## src/rtl/serial_pattern_scan_ctrl.sv

```systemverilog
// -----------------------------------------------------------------------------
// serial_pattern_scan_ctrl
//
// Purpose:
//   Accepts a WIDTH-bit word on a valid/ready handshake and shifts it LSB-first
//   into an embedded Mealy "0011" detector, one bit per clock. It counts the
//   detections and then returns the count on a second valid/ready handshake.
//
// Configuration macro:
//   FRAME_CLEAR_EN  defined     : detector is forced to D0 when a word is accepted,
//                                 so patterns never straddle word boundaries.
//                   not defined : detector state carries over between words; a
//                                 straddling pattern counts in the later word.
//
// Ports:
//   clk        in   1      clock, rising edge
//   rst        in   1      synchronous reset, active-high
//   in_valid   in   1      producer presents a word on in_data
//   in_ready   out  1      controller can accept a word (IDLE)
//   in_data    in   WIDTH  word to scan, bit 0 presented first
//   bit_out    out  1      bit currently presented to the detector
//   bit_valid  out  1      bit_out is valid this cycle (SHIFT)
//   hit        out  1      "0011" completes on bit_out this cycle
//   out_valid  out  1      hit_count holds a finished result (REPORT)
//   out_ready  in   1      consumer accepts the result
//   hit_count  out  CNT_W  detections in the last scanned word
//   busy       out  1      high in SHIFT or REPORT
// -----------------------------------------------------------------------------
module serial_pattern_scan_ctrl #(
  parameter int WIDTH = 8,
  parameter int CNT_W = $clog2(WIDTH / 4 + 1)
) (
  input  logic             clk,
  input  logic             rst,
  input  logic             in_valid,
  output logic             in_ready,
  input  logic [WIDTH-1:0] in_data,
  output logic             bit_out,
  output logic             bit_valid,
  output logic             hit,
  output logic             out_valid,
  input  logic             out_ready,
  output logic [CNT_W-1:0] hit_count,
  output logic             busy
);

  localparam int IDX_W = (WIDTH > 1) ? $clog2(WIDTH) : 1;

  typedef enum logic [1:0] {
    C_IDLE   = 2'd0,
    C_SHIFT  = 2'd1,
    C_REPORT = 2'd2
  } ctrl_e;

  // Dn means "the last n bits form the first n bits of 0011".
  typedef enum logic [1:0] {
    D0 = 2'd0,
    D1 = 2'd1,
    D2 = 2'd2,
    D3 = 2'd3
  } det_e;

  ctrl_e            ctrl_r;
  ctrl_e            ctrl_s;
  det_e             det_r;
  det_e             det_s;
  logic [WIDTH-1:0] word_r;
  logic [IDX_W-1:0] idx_r;
  logic [CNT_W-1:0] count_r;
  logic             accept_s;

  // Detector transition for one presented bit.
  function automatic det_e det_next(input det_e s, input logic b);
    det_e n;
    case (s)
      D0:      n = b ? D0 : D1;
      D1:      n = b ? D0 : D2;
      D2:      n = b ? D3 : D2;
      D3:      n = b ? D0 : D1;  // a 0 after "001" is itself a fresh leading 0
      default: n = D0;
    endcase
    return n;
  endfunction

  // Mealy output: the presented bit completes "0011".
  function automatic logic det_hit(input det_e s, input logic b);
    return (s == D3) && b;
  endfunction

  // Handshake-facing outputs decoded from the controller state register.
  always_comb begin
    in_ready  = (ctrl_r == C_IDLE);
    bit_valid = (ctrl_r == C_SHIFT);
    out_valid = (ctrl_r == C_REPORT);
    busy      = (ctrl_r == C_SHIFT) || (ctrl_r == C_REPORT);
    hit_count = count_r;
    accept_s  = in_valid && (ctrl_r == C_IDLE);
    if (ctrl_r == C_SHIFT) begin
      bit_out = word_r[idx_r];
      hit     = det_hit(det_r, word_r[idx_r]);
    end else begin
      bit_out = 1'b0;
      hit     = 1'b0;
    end
  end

  // Controller next-state logic.
  always_comb begin
    ctrl_s = ctrl_r;
    case (ctrl_r)
      C_IDLE: begin
        if (in_valid) begin
          ctrl_s = C_SHIFT;
        end else begin
          ctrl_s = C_IDLE;
        end
      end
      C_SHIFT: begin
        if (idx_r == IDX_W'(WIDTH - 1)) begin
          ctrl_s = C_REPORT;
        end else begin
          ctrl_s = C_SHIFT;
        end
      end
      C_REPORT: begin
        if (out_ready) begin
          ctrl_s = C_IDLE;
        end else begin
          ctrl_s = C_REPORT;
        end
      end
      default: ctrl_s = C_IDLE;
    endcase
  end

  // Detector next-state: advances only on presented bits, optionally cleared per word.
  always_comb begin
    det_s = det_r;
    if (accept_s) begin
`ifdef FRAME_CLEAR_EN
      det_s = D0;
`else
      det_s = det_r;
`endif
    end else if (ctrl_r == C_SHIFT) begin
      det_s = det_next(det_r, word_r[idx_r]);
    end else begin
      det_s = det_r;
    end
  end

  // State, word buffer, bit index and hit counter registers.
  always_ff @(posedge clk) begin
    if (rst) begin
      ctrl_r  <= C_IDLE;
      det_r   <= D0;
      word_r  <= '0;
      idx_r   <= '0;
      count_r <= '0;
    end else begin
      ctrl_r <= ctrl_s;
      det_r  <= det_s;
      if (accept_s) begin
        word_r  <= in_data;
        idx_r   <= '0;
        count_r <= '0;
      end else if (ctrl_r == C_SHIFT) begin
        idx_r <= idx_r + IDX_W'(1);
        if (hit) begin
          count_r <= count_r + CNT_W'(1);
        end
      end
    end
  end

endmodule

```

## config.mk

```make
export PLATFORM = sky130hd
export DESIGN_NAME = serial_pattern_scan_ctrl
export DESIGN_NICKNAME = d
export VERILOG_FILES = /design/src/rtl/serial_pattern_scan_ctrl.sv
export SDC_FILE = /design/constraint.sdc
export NUM_CORES = 1
export LEC_CHECK = 0
export CAP_MARGIN = 5
export CORE_MARGIN = 2
export CORE_UTILIZATION = 31
export DETAILED_ROUTE_END_ITERATION = 6
export PLACE_DENSITY_LB_ADDON = 0.15
export SLEW_MARGIN = 20
export SYNTH_ARGS = -nofsm -noshare
export SYNTH_HDL_FRONTEND = slang
export SYNTH_SLANG_ARGS = --single-unit
```

## constraint.sdc

```tcl
create_clock -name clk -period 1.6 [get_ports clk]
set_input_delay 0.24 -clock clk [delete_from_list [all_inputs] [get_ports clk]]
set_output_delay 0.24 -clock clk [all_outputs]
set_load 0.02 [all_outputs]
```

======== After elaboration in Yosys (flattened, before gate mapping) ========
Cells that the tools add are included.
cells by class
  mux-type cells .......................... 12
  eq/ne operators ......................... 6
  reduce and logical (&&, ||, !) cells .... 9
  $lt $le $gt $ge ......................... 1
  bitwise operators ....................... 1
  add/subtract/negate cells ............... 2
operators with widths
  kind                                                 count
  one-hot mux 2 bit (3 select lines)                   2
  == test 2 bit (second input constant)                3
  two-way mux 1 bit                                    6
  two-way mux 2 bit                                    3
  == test 2 x 1 -> 1 bit (second input constant)       2
  logical NOT 2 bit                                    2
  < comparator 3 x 4 -> 1 bit (second input constant)  1
  AND reduction 2 bit                                  2
  OR reduction 2 bit                                   2
  adder 3 x 1 -> 3 bit (second input constant)         1
  binary-select mux 1 bit (select 3 bit)               1
  == test 3 bit (second input constant)                1
  adder 2 x 1 -> 2 bit (second input constant)         1
  logical AND 1 bit                                    2
  logical OR 1 bit                                     1
  inverter 1 bit                                       1
storage, ports and cells
  input bits .............................. 12
  word-level logic and storage cells ...... 36
  bits in registers ....................... 17
  output and inout port bits .............. 8

======== Depth between registers and ports, before layout ========
Gate-level depths: netlist of the first run.
  depth in word-level cells ............... 5
  gate-level depth with buffers ........... 7
  depth with buffers taken out ............ 6

======== Least setup slack after synthesis of the first run ========
No wires, ideal clock.
  kind .................................... reg2out
  from .................................... reg idx_r[0]
  to ...................................... out bit_out
  cell stages (with the launch flop) ...... 4
  setup slack ............................. -0.157 ns
  data arrival time ....................... 1.517 ns
  required time ........................... 1.360 ns
  path buffers ............................ 0
  cell sequence ........................... dfxtp_1 -> mux2_2 -> mux4_2 -> and2_2
between the ends
  cells in the longest elaborated chain, start to end .. 3
ends and longest elaborated chain
  item                                     RTL line  text
  from (decl)                              68        logic [IDX_W-1:0] idx_r;
  from (signal assigned)                   168       idx_r <= idx_r + IDX_W'(1);
  binary-select mux 1 bit (select 3 bit)   99        bit_out = word_r[idx_r];
  two-way mux 1 bit (not written as such)  99
  two-way mux 1 bit                        98        if (ctrl_r == C_SHIFT) begin
  to (decl)                                38        output logic bit_out,
Every way passes these cells. The select of a mux whose other input is x is not followed.

======== Worst setup path in the final report of the first run ========
  from .................................... reg idx_r[0]
  to ...................................... out hit
between the ends
  cells in the longest elaborated chain, start to end .. 4
ends and longest elaborated chain
  item                                     RTL line  text
  binary-select mux 1 bit (select 3 bit)   100       hit = det_hit(det_r, word_r[idx_r]);
  two-way mux 1 bit (not written as such)  100
  logical AND 1 bit                        87        return (s == D3) && b;
  two-way mux 1 bit                        98
  to (decl)                                40        output logic hit,
Every way passes these cells. The select of a mux whose other input is x is not followed.

==> results_dict.tcl, run 1 <==
set metrics [dict create \
    ir_drop_mv 0.5196 \
    period_minus_slack_ns 2.083 \
    tightest_slew_ns 0.3161 \
    pin_count 20 \
    drive_above_1_share 0.3030 \
    synthDistinctLibCells 22 \
    netlist_instances 95 \
    wl_per_cell_um 11.23 \
    hold_start "word_r[2]$_SDFFE_PP0P_" \
    nets 155 \
    diodes 0 \
    violations "setup timing" \
    rrSetupSlack_ns -0.32 \
    clockPowerShare 0.276 \
    cpPeakStageDelay_ns 0.52 \
    cts_hold_buf 0 \
    grt_overflow 0 \
    cp_cell_sequence "mux2_4, mux4_2, and3_4, buf_6" \
    clock_sinks 17 \
    yosysMostFrequentCell "nand2_1" \
    critPathMaxFanout 5 \
    ys_seq_elements 17 \
    reg2reg_from "idx_r[0]$_SDFFE_PP0N_" \
    synth_edf_count 0 \
    syn-cell-area_um2 858.3 \
    reg2regPathDepth 6 \
    vias_per_cell 4.552 \
    first_pass_iters 4 \
    max_freq_mhz 480.0 \
    grtUsageTotal 0.1307 \
    p_comb_frac 0.220 \
    cp_top_family "multiplexers" \
    period_share 1.302 \
    end_kind "output pin" \
    seq_area_frac_synth 0.3965 \
    fillers 271 \
    antenna_found_initial 0 \
    clockBufferDepth 2 \
    relSlewSlack 0.7887 \
    fin_ws_ns -0.4834 \
    fin_util 0.4714 \
    io_buffer_count 19 \
    intPower_mw 0.6531 \
    grt_max_degree 12 \
    clk_pin_slew_ns 0.11 \
    critical_path_arrival_ns 1.84 \
    core-area_um2 2686 \
    start_util 0.3195 \
    crit_slowest_cell "mux4_2" \
    drv_cap 0 \
    synth_warnings 0 \
    hpwl_um 1428 \
    dp_slack_ns -0.5680 \
    hold_viol_final 0 \
    rows 19 \
    drtIter0Drc 5 \
    dieArea_um2 3206 \
    synth.avg_cell_area_um2 9.035 \
    status "finished with violations" \
    die_h_um 56.62 \
    p_sw_mw 0.2609 \
    seqPwrFrac 0.504 \
    worstSkewPairLatency_ns 0.30 \
    drc_errors 0 \
    synthToLayoutAreaGrowth_pct 47.52 \
    cts-buffers-inserted 3 \
    hp-class "flip-flop to flip-flop" \
    grt_pass1_vias 759 \
    drv_slew 0 \
    detail-route-antenna-nets 0 \
    crit_required_ns 1.36 \
    startpoint_type "flip-flop" \
    synthTopCellsByArea "dfxtp_1 (40%), ha_1 (15%), nand2_1 (8.3%)" \
    setup_violations 6 \
    clock_skew_ns 0.004702 \
    place_congestion 0.6821 \
    vias 742 \
    die_w_um 56.62 \
    holdPathStages 2 \
    async_reset_ff_frac 0 \
    grt_setup_unrepaired "yes" \
    syn_nets 117 \
    cts_root_buf "clkbuf_4" \
    cts_tree "done" \
    critical_path_buf_inv_count 1 \
    synth-main-ff-cell "dfxtp_1" \
    htree_num_levels 1 \
    criticalPathCategory "flip-flop to output pin" \
    hold_end "word_r[2]$_SDFFE_PP0P_" \
    grt_pass1_wl_um 3256 \
    routed_wirelength_um 1831 \
    synth_top_area_share 0.3965 \
    finalNonFillerCells 163 \
    synth_area_leader_cell "dfxtp_1" \
    leakagePower_nw 0.5593 \
    dp.cells 157 \
    synth_common_cells "nand2_1 (19), dfxtp_1 (17), ha_1 (10)" \
    power.density_nw_per_um2 721.8 \
    netSwitchingFraction 0.2854 \
    r2r_end "det_r[1]$_SDFFE_PP0P_" \
]
## cell families after synthesis
group                    after synthesis  share of synthesized area
AND/OR/NAND/NOR                       35                     0.1866
flip-flops                            17                     0.3965
AO/OA/AOI/OAI                         12                    0.08018
buffers and inverters                 10                    0.04374
multiplexers                          10                     0.1370
adder cells (fa/ha/maj)               10                     0.1458
XOR/XNOR                               1                    0.01021
## per-layer routing
metal  wire length, um  global-route usage
met1               795              0.1481
met2               934              0.2309
met3                87             0.04839
met4                13             0.03061
met5                 0                   0
## state kept, by name, summed over array words and instances (netlist names)
name,cells
idx_r,3
det_r,2
word_r,8
ctrl_r,2
hit_count,2
## cells in the final DEF, fill, tap and decap left out
cell type | Yosys | final
ha_2 | 0 | 1
nor3_1 | 2 | 2
xnor2_1 | 1 | 1
inv_4 | 0 | 1
a211oi_2 | 0 | 1
a311oi_2 | 0 | 1
and2_4 | 0 | 1
ha_1 | 10 | 9
nand2_1 | 19 | 19
a21oi_1 | 9 | 9
clkbuf_2 | 0 | 1
nand4_1 | 1 | 1
nor2_1 | 6 | 6
mux4_2 | 1 | 1
mux2i_1 | 5 | 5
dfxtp_2 | 0 | 2
buf_4 | 0 | 16
buf_2 | 0 | 2
dfxtp_4 | 0 | 1
clkdlybuf4s50_1 | 0 | 13
and3_4 | 1 | 1
inv_1 | 7 | 7
nand2b_4 | 0 | 1
clkbuf_4 | 0 | 3
or3_1 | 2 | 2
a22oi_1 | 1 | 1
nand2b_1 | 2 | 1
buf_6 | 0 | 3
and2_1 | 1 | 1
mux2_4 | 0 | 4
dlygate4sd2_1 | 0 | 1
dfxtp_1 | 17 | 14
## worst min-delay path, stage by stage, from the launching register on
cell and delay, ns:
dfxtp_1 0.33, nand2_1 0.05, a21oi_1 0.05
## per-stage QoR
| step | total power, mW | cell area [um^2] | setup TNS, ns | hold slack, ns |
|---|---|---|---|---|
| after floorplan | 0.5771 | 885.9 | -0.1615 | 0.3121 |
| after global placement | 0.6636 | 1216 | -1.474 | 0.4511 |
| after detailed placement | 0.6679 | 1216 | -1.758 | 0.4512 |
| after CTS | 0.9245 | 1260 | -1.786 | 0.4581 |
| after global routing | 0.9727 | 1266 | -2.215 | 0.4585 |
| final | 0.9139 | 1266 | -1.872 | 0.4631 |
## power groups by stage
stage | clock network (mW) | logic [mW] | registers [mW]
after floorplan | 0 | 0.108 | 0.469
after global placement | 0 | 0.193 | 0.470
after detailed placement | 0 | 0.198 | 0.470
after CTS | 0.265 | 0.198 | 0.461
after global routing | 0.285 | 0.224 | 0.464
final | 0.252 | 0.201 | 0.460
## worst max path at each step
stage	from	to	slack, ns	cells after the start
final	idx_r[0]$_SDFFE_PP0N_	hit	-0.48	4
after global routing	idx_r[0]$_SDFFE_PP0N_	hit	-0.54	4
after CTS	idx_r[0]$_SDFFE_PP0N_	hit	-0.53	4
after detailed placement	idx_r[0]$_SDFFE_PP0N_	hit	-0.57	4
after global placement	idx_r[0]$_SDFFE_PP0N_	hit	-0.53	4
after floorplan	idx_r[0]$_SDFFE_PP0N_	hit	-0.05	3
## final cells by class
class / count / area [um^2] / area share
multi-input combinational: 68 / 518.0 / 0.4091
sequential: 17 / 346.6 / 0.2737
timing repair buffer: 36 / 307.8 / 0.2431
tap: 31 / 38.79 / 0.03063
inverter: 7 / 26.28 / 0.02075
clock buffer: 3 / 22.52 / 0.01779
clock inverter: 1 / 6.256 / 0.004941
## timing repair
action	in CTS	in global routing
setup buffers	1	1
resized for setup	25	5
pin swaps	2	2
endpoints found under the setup margin	10	8
No activity file was read; power rests on OpenSTA's default activity.
==> inputs of run 2 (changes only) <==
--- a/config.mk
+++ b/config.mk
@@ -7,8 +7,9 @@
 export LEC_CHECK = 0
 export CAP_MARGIN = 5
 export CORE_MARGIN = 2
-export CORE_UTILIZATION = 31
+export CORE_UTILIZATION = 26
 export DETAILED_ROUTE_END_ITERATION = 6
+export GPL_ROUTABILITY_DRIVEN = 0
 export PLACE_DENSITY_LB_ADDON = 0.15
 export SLEW_MARGIN = 20
 export SYNTH_ARGS = -nofsm -noshare
==> run 2 against run 1 <==
The flow still finishes with violations (setup timing). Global-route usage fell by 1.5 points. Critical path depth did not move. Final cell count rose by 6.1%. Core utilization fell by 6.8 points. Worst setup slack improved by 0.031 ns. Register-to-register slack improved by 0.02 ns. Combinational power fell by 2%. Flip-flop and latch count did not move. Count of clock-buffer cells in the layout rose by 1. Worst hold slack got worse by 0.0076 ns. Total power fell by 3.0%. Die area rose by 18%. Critical endpoint unchanged. Highest routed layer unchanged.
==> results_dict.tcl, run 2 (synthesis results as in run 1) <==
set metrics [dict create \
    core-area_um2 3103 \
    seqPwrFrac 0.520 \
    leakagePower_nw 0.5386 \
    seq_area_um2 345.3 \
    multi_input_area_um2 513.0 \
    cts_hold_buf 0 \
    fillers 342 \
    cts-buffers-inserted 3 \
    nets 152 \
    htree_num_levels 1 \
    cts_tree "done" \
    drc_errors 0 \
    clk_pin_slew_ns 0.10 \
    setup_violations 6 \
    grtUsageTotal 0.1159 \
    dp.cells 168 \
    grt_max_degree 10 \
    period_share 1.282 \
    crit_required_ns 1.36 \
    grt_pass1_wl_um 3146 \
    relSlewSlack 0.7748 \
    status "finished with violations" \
    drv_slew 0 \
    fin_setup_tns_ns -1.601 \
    clock_sinks 17 \
    criticalPathCategory "flip-flop to output pin" \
    synthToLayoutAreaGrowth_pct 45.77 \
    fin_util 0.4032 \
    violations "setup timing" \
    diodes 0 \
    start_util 0.2766 \
    rows 20 \
    netSwitchingFraction 0.2675 \
    fin_ws_ns -0.4520 \
    drv_cap 0 \
    crit_slowest_cell "mux4_2" \
    hp-class "flip-flop to flip-flop" \
    clock_skew_ns 0.003275 \
    power.density_nw_per_um2 708.6 \
    ir_drop_mv 0.2912 \
    drive_above_1_share 0.2636 \
    max_freq_mhz 487.3 \
    wl_per_cell_um 10.85 \
    detail-route-antenna-nets 0 \
    hold_viol_final 0 \
    period_minus_slack_ns 2.052 \
    end_kind "output pin" \
    critPathMaxFanout 5 \
    dieArea_um2 3777 \
    placed_area_um2 1217 \
    grt_setup_unrepaired "yes" \
    worstSkewPairLatency_ns 0.29 \
    vias 732 \
    p_total_mw 0.8866 \
    dp_slack_ns -0.5453 \
    p_comb_frac 0.221 \
    clockPowerShare 0.260 \
    hpwl_um 1470 \
    stdcell_area_um2 1251 \
    final_common_cell "nand2_1" \
    holdWs_ns 0.4554 \
    cp_cell_sequence "mux2_4, mux4_2, and3_4, buf_6" \
    final_cell_mix "nand2_1 (19), dfxtp_1 (15), clkdlybuf4s50_1 (13), buf_4 (13)" \
    clockBufferDepth 2 \
    cpPeakStageDelay_ns 0.50 \
    critical_path_arrival_ns 1.81 \
    grt_pass1_vias 721 \
    antenna_found_initial 0 \
    finalNonFillerCells 173 \
    routed_wirelength_um 1877 \
    startpoint_type "flip-flop" \
    largest_register "word_r" \
    intPower_mw 0.6494 \
    largest_reg_flops 8 \
    drtIter0Drc 20 \
    top_regs "word_r x8, idx_r x3" \
    io_buffer_count 19 \
    die_w_um 61.46 \
    grt_overflow 0 \
    p_sw_mw 0.2372 \
    cts_root_buf "clkbuf_4" \
    die_h_um 61.46 \
    tightest_slew_ns 0.3370 \
    vias_per_cell 4.231 \
    first_pass_iters 2 \
    pin_count 20 \
]
[run 2: cell types whose count changed in the layout (fill, tap and decap cells not counted), sizes merged]
cell,before,now
clkbuf,4,5
buf,21,18
inv,8,7
[run 2: critical path, delay by kind of cell, from the launching register on]
family / cells / cell delay, ns
DFF: 1 / 0.40
buffers and inverters: 1 / 0.12
muxes: 2 / 0.80
and+or+nand+nor: 1 / 0.20
[run 2: power groups by stage]
stage          registers (mW)  clock network (mW)  logic [mW]
3_5_place_dp            0.471                   0       0.195
3_3_place_gp            0.471                   0       0.191
4_1_cts                 0.461               0.243       0.198
5_1_grt                 0.464               0.265       0.218
6_report                0.461               0.230       0.196
2_1_floorplan           0.469                   0       0.108
[run 2: metal layers]
layer | vias to the layer above | wire [um] | GRT usage | part of all wire
met5 | - | 0 | 0 | 0
met4 | 0 | 19 | 0.05471 | 0.010
met3 | 2 | 59 | 0.03151 | 0.031
met2 | 9 | 953 | 0.1900 | 0.51
met1 | 337 | 845 | 0.1410 | 0.45
li1 | 384 | - | - | -
[run 2: area by class of cell]
type | count | area share
flip-flops and latches | 17 | 0.2760
well taps | 44 | 0.04400
multi-input cells | 68 | 0.4100
clock buffers | 4 | 0.02100
inverters | 7 | 0.02100
repair buffers | 33 | 0.2280
[run 2: path summary, 6_finish.rpt]
check / slack (ns) / cells past startpoint / endpoint / startpoint
setup reg to reg: -0.30 / 6 / det_r[1]$_SDFFE_PP0P_ / idx_r[0]$_SDFFE_PP0N_
setup / recovery: -0.45 / 4 / hit / idx_r[0]$_SDFFE_PP0N_
hold reg to reg: 0.46 / 2 / word_r[1]$_SDFFE_PP0P_ / word_r[1]$_SDFFE_PP0P_
hold / removal: 0.46 / 2 / word_r[1]$_SDFFE_PP0P_ / word_r[1]$_SDFFE_PP0P_
[run 2: timing repair]
| item | in CTS | in global routing |
|---|---|---|
| setup endpoints to repair | 10 | 9 |
| gates resized for setup | 23 | 5 |
| setup buffers | 1 | 0 |
| pin swaps | 3 | 1 |
==> inputs of run 3 (changes only) <==
--- a/config.mk
+++ b/config.mk
@@ -8,6 +8,7 @@
 export CAP_MARGIN = 5
 export CORE_MARGIN = 2
 export CORE_UTILIZATION = 26
+export CTS_CLUSTER_DIAMETER = 150
 export DETAILED_ROUTE_END_ITERATION = 6
 export GPL_ROUTABILITY_DRIVEN = 0
 export PLACE_DENSITY_LB_ADDON = 0.15
==> results of run 3 <==
The final DEF is identical to that of run 2; final timing and power are the same.
